$ cat src/rtl/enc_bridge_pkg.sv
// Shared FSM state type and frame-size helpers for the UART convolutional frame encoder.
package enc_bridge_pkg;

    typedef enum logic [1:0] {
        ST_COLLECT = 2'd0,
        ST_ENCODE  = 2'd1,
        ST_SEND    = 2'd2
    } state_t;

    // Encoder cycles per frame: payload bits plus optional K-1 flush zeros.
    function automatic int calc_len(input int payload_bytes, input int k, input int tail);
        return 8 * payload_bytes + tail * (k - 1);
    endfunction

    // Output bytes per frame: two code bits per input bit, rounded up to whole bytes.
    function automatic int calc_m(input int payload_bytes, input int k, input int tail);
        return (2 * calc_len(payload_bytes, k, tail) + 7) / 8;
    endfunction

endpackage

$ cat src/rtl/conv_enc_core.sv
// Rate-1/2 convolutional encoder: {c1,c0} is combinational from the current bit and a K-1 bit history.
// History advances on en_i; clr_i empties it and takes priority.
module conv_enc_core #(
    parameter int K  = 3,
    parameter int G0 = 7,
    parameter int G1 = 5
) (
    input  logic       clk,
    input  logic       rst_n,
    input  logic       clr_i,
    input  logic       en_i,
    input  logic       bit_i,
    output logic [1:0] code_o
);

    localparam logic [K-1:0] G0_M = K'(G0);
    localparam logic [K-1:0] G1_M = K'(G1);

    logic [K-2:0] sr_q;
    logic [K-2:0] sr_d;
    logic [K-1:0] taps;

    // Tap bit 0 is the current input, tap bit k the input delayed by k cycles.
    assign taps   = {sr_q, bit_i};
    assign sr_d   = {sr_q[K-3:0], bit_i};
    assign code_o = {^(taps & G1_M), ^(taps & G0_M)};

    always_ff @(posedge clk or negedge rst_n) begin
        if (!rst_n) begin
            sr_q <= '0;
        end else if (clr_i) begin
            sr_q <= '0;
        end else if (en_i) begin
            sr_q <= sr_d;
        end
    end

endmodule

$ cat src/rtl/uart_conv_frame_encoder.sv
// Collects PAYLOAD_BYTES from a UART receiver, convolutionally encodes them one bit per cycle,
// then streams the coded bytes out, waiting on tx_busy with a one-cycle guard after each strobe.
module uart_conv_frame_encoder
    import enc_bridge_pkg::*;
#(
    parameter int PAYLOAD_BYTES = 4,
    parameter int K             = 3,
    parameter int G0            = 7,
    parameter int G1            = 5,
    parameter int TAIL          = 1
) (
    input  logic       clk,
    input  logic       rst_n,
    input  logic       rx_valid,
    input  logic [7:0] rx_data,
    input  logic       abort,
    input  logic       tx_busy,
    output logic       tx_start,
    output logic [7:0] tx_data,
    output logic       busy,
    output logic       frame_done,
    output logic       overrun
);

    localparam int L_BITS  = calc_len(PAYLOAD_BYTES, K, TAIL);
    localparam int M_BYTES = calc_m(PAYLOAD_BYTES, K, TAIL);
    localparam int PW      = 8 * PAYLOAD_BYTES;
    localparam int OW      = 8 * M_BYTES;
    localparam int PAD     = OW - 2 * L_BITS;
    localparam int BW      = (PAYLOAD_BYTES > 1) ? $clog2(PAYLOAD_BYTES) : 1;
    localparam int LW      = $clog2(L_BITS);
    localparam int MW      = (M_BYTES > 1) ? $clog2(M_BYTES) : 1;

    localparam logic [BW-1:0] B_LAST = BW'(PAYLOAD_BYTES - 1);
    localparam logic [LW-1:0] L_LAST = LW'(L_BITS - 1);
    localparam logic [MW-1:0] M_LAST = MW'(M_BYTES - 1);

    state_t        state_q;
    logic [BW-1:0] bidx_q;
    logic [LW-1:0] bit_cnt_q;
    logic [MW-1:0] obyte_q;
    logic [PW-1:0] pbuf_q;
    logic [OW-1:0] obuf_q;
    logic          guard_q;
    logic          tx_start_q;
    logic [7:0]    tx_data_q;
    logic          busy_q;
    logic          frame_done_q;
    logic          overrun_q;

    logic [PW-1:0] pbuf_ld_d;
    logic [OW-1:0] obuf_sh_d;
    logic [1:0]    enc_code;

    // New bytes enter at the top so byte 0 ends up in the low lanes; the encoder
    // then drains pbuf from bit 0, which also yields the zero tail bits for free.
    assign pbuf_ld_d = (pbuf_q >> 8) | (PW'(rx_data) << (PW - 8));
    // Code pairs enter at the top; after L shifts the first pair sits PAD bits up.
    assign obuf_sh_d = {enc_code, obuf_q[OW-1:2]};

    conv_enc_core #(
        .K  (K),
        .G0 (G0),
        .G1 (G1)
    ) u_core (
        .clk    (clk),
        .rst_n  (rst_n),
        .clr_i  (abort || (state_q != ST_ENCODE)),
        .en_i   (state_q == ST_ENCODE),
        .bit_i  (pbuf_q[0]),
        .code_o (enc_code)
    );

    always_ff @(posedge clk or negedge rst_n) begin
        if (!rst_n) begin
            state_q      <= ST_COLLECT;
            bidx_q       <= '0;
            bit_cnt_q    <= '0;
            obyte_q      <= '0;
            pbuf_q       <= '0;
            obuf_q       <= '0;
            guard_q      <= 1'b0;
            tx_start_q   <= 1'b0;
            tx_data_q    <= 8'h00;
            busy_q       <= 1'b0;
            frame_done_q <= 1'b0;
            overrun_q    <= 1'b0;
        end else if (abort) begin
            state_q      <= ST_COLLECT;
            bidx_q       <= '0;
            bit_cnt_q    <= '0;
            obyte_q      <= '0;
            guard_q      <= 1'b0;
            tx_start_q   <= 1'b0;
            busy_q       <= 1'b0;
            frame_done_q <= 1'b0;
            overrun_q    <= 1'b0;
        end else begin
            case (state_q)
                ST_COLLECT: begin
                    if (rx_valid) begin
                        pbuf_q <= pbuf_ld_d;
                        if (bidx_q == B_LAST) begin
                            bidx_q    <= '0;
                            bit_cnt_q <= '0;
                            obuf_q    <= '0;
                            busy_q    <= 1'b1;
                            state_q   <= ST_ENCODE;
                        end else begin
                            bidx_q <= bidx_q + BW'(1);
                        end
                    end
                end
                ST_ENCODE: begin
                    if (rx_valid) overrun_q <= 1'b1;
                    pbuf_q <= pbuf_q >> 1;
                    obuf_q <= obuf_sh_d;
                    if (bit_cnt_q == L_LAST) begin
                        obyte_q <= '0;
                        guard_q <= 1'b0;
                        state_q <= ST_SEND;
                    end else begin
                        bit_cnt_q <= bit_cnt_q + LW'(1);
                    end
                end
                ST_SEND: begin
                    if (rx_valid) overrun_q <= 1'b1;
                    // Per byte: strobe cycle, guard cycle, then wait for tx_busy low.
                    if (frame_done_q) begin
                        frame_done_q <= 1'b0;
                        busy_q       <= 1'b0;
                        bidx_q       <= '0;
                        state_q      <= ST_COLLECT;
                    end else if (tx_start_q) begin
                        tx_start_q <= 1'b0;
                        guard_q    <= 1'b1;
                    end else if (guard_q) begin
                        guard_q <= 1'b0;
                        if (obyte_q == M_LAST) begin
                            frame_done_q <= 1'b1;
                        end else begin
                            obyte_q <= obyte_q + MW'(1);
                        end
                    end else if (!tx_busy) begin
                        tx_start_q <= 1'b1;
                        tx_data_q  <= 8'(obuf_q >> PAD);
                        obuf_q     <= obuf_q >> 8;
                    end
                end
                default: state_q <= ST_COLLECT;
            endcase
        end
    end

    assign tx_start   = tx_start_q;
    assign tx_data    = tx_data_q;
    assign busy       = busy_q;
    assign frame_done = frame_done_q;
    assign overrun    = overrun_q;

endmodule

$ cat config.mk
export PLATFORM = sky130hd
export DESIGN_NAME = uart_conv_frame_encoder
export DESIGN_NICKNAME = d
export VERILOG_FILES = /design/src/rtl/enc_bridge_pkg.sv /design/src/rtl/conv_enc_core.sv /design/src/rtl/uart_conv_frame_encoder.sv
export SDC_FILE = /design/constraint.sdc
export NUM_CORES = 1
export LEC_CHECK = 0
export CORE_ASPECT_RATIO = 0.5
export CORE_MARGIN = 8
export CORE_UTILIZATION = 25
export CTS_BUF_LIST = sky130_fd_sc_hd__clkbuf_4
export DETAILED_ROUTE_END_ITERATION = 10
export GPL_TIMING_DRIVEN = 0
export HOLD_SLACK_MARGIN = 0.1
export PLACE_DENSITY = 0.51
export SETUP_SLACK_MARGIN = 0.2
export SLEW_MARGIN = 30
export SYNTH_ARGS = -nofsm -noshare
export SYNTH_HDL_FRONTEND = slang
export SYNTH_SLANG_ARGS = --single-unit
$ cat constraint.sdc
create_clock -name clk -period 1.75 [get_ports clk]
set_input_delay 0.525 -clock clk [delete_from_list [all_inputs] [get_ports clk]]
set_output_delay 0.525 -clock clk [all_outputs]
set_load 0.1 [all_outputs]
==> impl_metrics.json <==
{
  "drt_first_pass_iters": 5,
  "start_util_pct": 25.7,
  "gp_congestion": 0.729,
  "grt.total_usage_pct": 9.78,
  "synthAdderAreaFrac_pct": 2.12,
  "rsz0062_at_grt": "true",
  "setup_ws_ps": -145,
  "coreArea_um2": 23000,
  "cts_tree": "built",
  "viasPerCell": 4.75,
  "p_leak_nw": 3.57,
  "grt_max_degree": 76,
  "clock_latency_ps": 550,
  "max_freq_mhz": 528,
  "violations": "setup timing",
  "die_x_um": 233,
  "first_global_vias": 4694,
  "grt_pass1_wl_mm": 23.6,
  "ys_seq_area_share_pct": 54.8,
  "ff2ff_path_depth": 11,
  "cts_root_buf": "clkbuf_4",
  "status": "finished with violations",
  "vias": 4839,
  "num_io_pins": 25,
  "synthSimpleGateAreaFrac_pct": 11.6,
  "dieArea_um2": 29100,
  "rows": 39,
  "max_cap_viol_count": 0,
  "min_period_ps": 1890,
  "hold_viol_final": 0,
  "ir_worst_vdd_v": 0.000512,
  "finalCritPeriodShare_pct": 108,
  "fin_tns_setup_ps": -4150,
  "min_path_type": "in -> async",
  "crit_path_start_kind": "flop",
  "cts.sinks": 129,
  "die_y_um": 125,
  "fin_nets": 721,
  "p_per_area_nw_per_um2": 1270,
  "yosysWarnings": 0,
  "area_delta_synth_final_pct": 53.5,
  "whs_ps": 482,
  "post_synth.cell_area_avg_um2": 9.91,
  "numCtsBuffers": 17,
  "synth_top_family_by_area": "compound AO/OA/AOI/OAI gates",
  "synth.distinct_cells": 42,
  "drc": 0,
  "crit_type": "reg -> reg",
  "clockBufferDepth": 2,
  "drt-total-wl_mm": 15.3,
  "fin_skew_ps": 21.1,
  "arrival_ps": 2330,
  "path_clk_slew_ps": 110,
  "relSlewSlack_pct": 70.9,
  "hpwl_mm": 9.08,
  "crit_required_ps": 2180,
  "ant_nets": 0,
  "synth_seq_cells": 129,
  "setup_viol": 70,
  "drt_iter0_markers": 318,
  "io_buffers": 24,
  "synth-xor-area-share_pct": 0.594,
  "gr-total-overflow": 0,
  "yosys-mux-area-fraction_pct": 6.96,
  "synth_nets": 618,
  "slew_viol_final": 0,
  "h-tree-depth": 4,
  "syn_area_um2": 5900,
  "cp-end-kind": "flop",
  "crit_fanout": 5,
  "antenna_found_initial": 1,
  "syn-instance-count": 595,
  "wl_per_cell_um": 15.1,
  "synth_compound_area_share_pct": 20.5,
  "worst_pin_slew_ps": 436,
  "drive_gt1_share_pct": 45.8
}
-- Yosys cell counts (all sizes together) --
| cell | number | area share (%) |
|---|---|---|
| ha | 10 | 2.1 |
| nor3 | 1 | 0.085 |
| a41o | 1 | 0.17 |
| and2 | 5 | 0.53 |
| o2111ai | 1 | 0.25 |
| a21bo | 1 | 0.17 |
| xor2 | 2 | 0.30 |
| a21o | 1 | 0.15 |
| a31oi | 2 | 0.32 |
| mux2 | 8 | 1.5 |
| nand2b | 3 | 0.32 |
| nand2 | 94 | 6.0 |
| buf | 10 | 0.79 |
| dfrtp | 129 | 55 |
| a311oi | 1 | 0.15 |
| xnor2 | 2 | 0.30 |
| a22oi | 60 | 7.6 |
| nand4 | 1 | 0.11 |
| nand3 | 6 | 0.51 |
| a21oi | 41 | 3.5 |
| or2 | 1 | 0.11 |
| nor2 | 45 | 2.9 |
| clkbuf | 33 | 2.1 |
| o211ai | 2 | 0.34 |
| o41ai | 2 | 0.42 |
| o311a | 1 | 0.19 |
| mux2i | 32 | 5.4 |
| o31ai | 1 | 0.13 |
| or4 | 2 | 0.25 |
| and3b | 1 | 0.15 |
| nor4 | 2 | 0.21 |
| o21ai | 81 | 7.1 |
| inv | 9 | 0.57 |
| or3 | 4 | 0.51 |
-- through the flow --
step                total power (W)  std cells  area, um2  util (%)  setup slack [ps]
floorplan                   0.00622        595       5990         -             -50.3
global placement            0.00699        926       6610      28.8             -6110
detailed placement          0.00705        927       6650      28.9              -734
CTS                         0.00995        977       7590      33.0              -152
global route                 0.0122       1018       9050      39.4              -204
finish                       0.0115       1018       9050      39.4              -145
-- layout make-up --
class                      instances  area, um2
antenna                            1       2.50
buffer                            43        622
clock buffer                      19        143
clock inverter                    12        190
fill                            2145      13900
inverter                           9       48.8
multi-input combinational        414       3220
sequential                       129       3240
tap                              307        384
timing repair buffer              84       1200
-- critical path, stage by stage, from the launching register on --
cell	delay, ps
dfrtp_1	410
buf_4	150
buf_4	130
ha_1	200
nor2_2	140
o211ai_4	110
buf_12	160
buf_6	110
buf_6	110
clkbuf_16	150
nand2_1	60
o21ai_1	50
-- power by group --
part	total [W]	leakage, nW	switching [W]	internal, W
combinational	0.00448	1.73	0.00212	0.00235
sequential	0.00464	1.66	0.000862	0.00378
clock	0.00241	0.181	0.00112	0.00129
-- metal layers --
layer	wire length [um]	track usage, %
met2	7800	15.8
met1	6990	12.5
met5	0	0
met4	172	3.33
met3	375	2.66
-- cell families after synthesis --
family | after synthesis
compound gates | 195
fa+ha+maj | 10
xor+xnor | 4
mux | 40
flops | 129
buf+inv | 52
simple gates | 165
-- timing repair --
action,4_1_cts,5_1_grt
hold buffers,1,0
pin swaps,9,79
setup endpoints to repair,138,137
cloned,1,15
setup buffers,17,25
endpoints found under the hold margin,54,0
resized for setup,202,335
-- registers in the layout, summed over array words and instances (netlist names) --
register / count
obuf_q: 68
pbuf_q: 32
tx_data: 8
bit_cnt_q: 6
obyte_q: 4
bidx_q: 2
state_q: 2
u_core.sr_q: 2
busy: 1
frame_done: 1
guard_q: 1
overrun: 1
tx_start: 1
-- final timing paths --
path / end / slack (ps) / from
worst max-delay path: obuf_q[9]$_DFFE_PN0P_ / -140 / state_q[0]$_DFFE_PN0P_
worst min-delay path: bit_cnt_q[2]$_DFFE_PN0P_ / 480 / rst_n
worst max register to register: obuf_q[9]$_DFFE_PN0P_ / -140 / state_q[0]$_DFFE_PN0P_
worst min register to register: bidx_q[1]$_DFFE_PN0P_ / 510 / bidx_q[1]$_DFFE_PN0P_
max in group asynchronous: tx_data[6]$_DFFE_PN0P_ / 530 / rst_n
min in group clk: bidx_q[1]$_DFFE_PN0P_ / 510 / bidx_q[1]$_DFFE_PN0P_
-- cells in the final DEF (no fill, tap or decap), types with 3 or more instances in the layout --
cell / Yosys / final
clkbuf_8: 0 / 4
dfrtp_1: 129 / 125
a21oi_1: 41 / 36
clkinv_2: 0 / 3
nand2_1: 94 / 36
clkbuf_16: 0 / 18
buf_2: 7 / 3
clkbuf_4: 0 / 19
ha_4: 0 / 4
inv_1: 9 / 5
nand2_4: 0 / 12
nand2_2: 0 / 46
dfrtp_2: 0 / 3
o21ai_1: 1 / 40
nand3_1: 6 / 5
buf_8: 0 / 19
clkdlybuf4s50_1: 0 / 11
o21ai_2: 0 / 37
mux2_2: 8 / 8
a22oi_1: 60 / 23
a21oi_2: 0 / 3
buf_6: 0 / 20
buf_4: 0 / 27
a22oi_2: 0 / 37
buf_12: 0 / 22
ha_1: 10 / 5
mux2i_1: 32 / 32
bufinv_16: 0 / 5
or3_1: 3 / 3
nor2_1: 45 / 42
(Power assumes the default switching activity.)
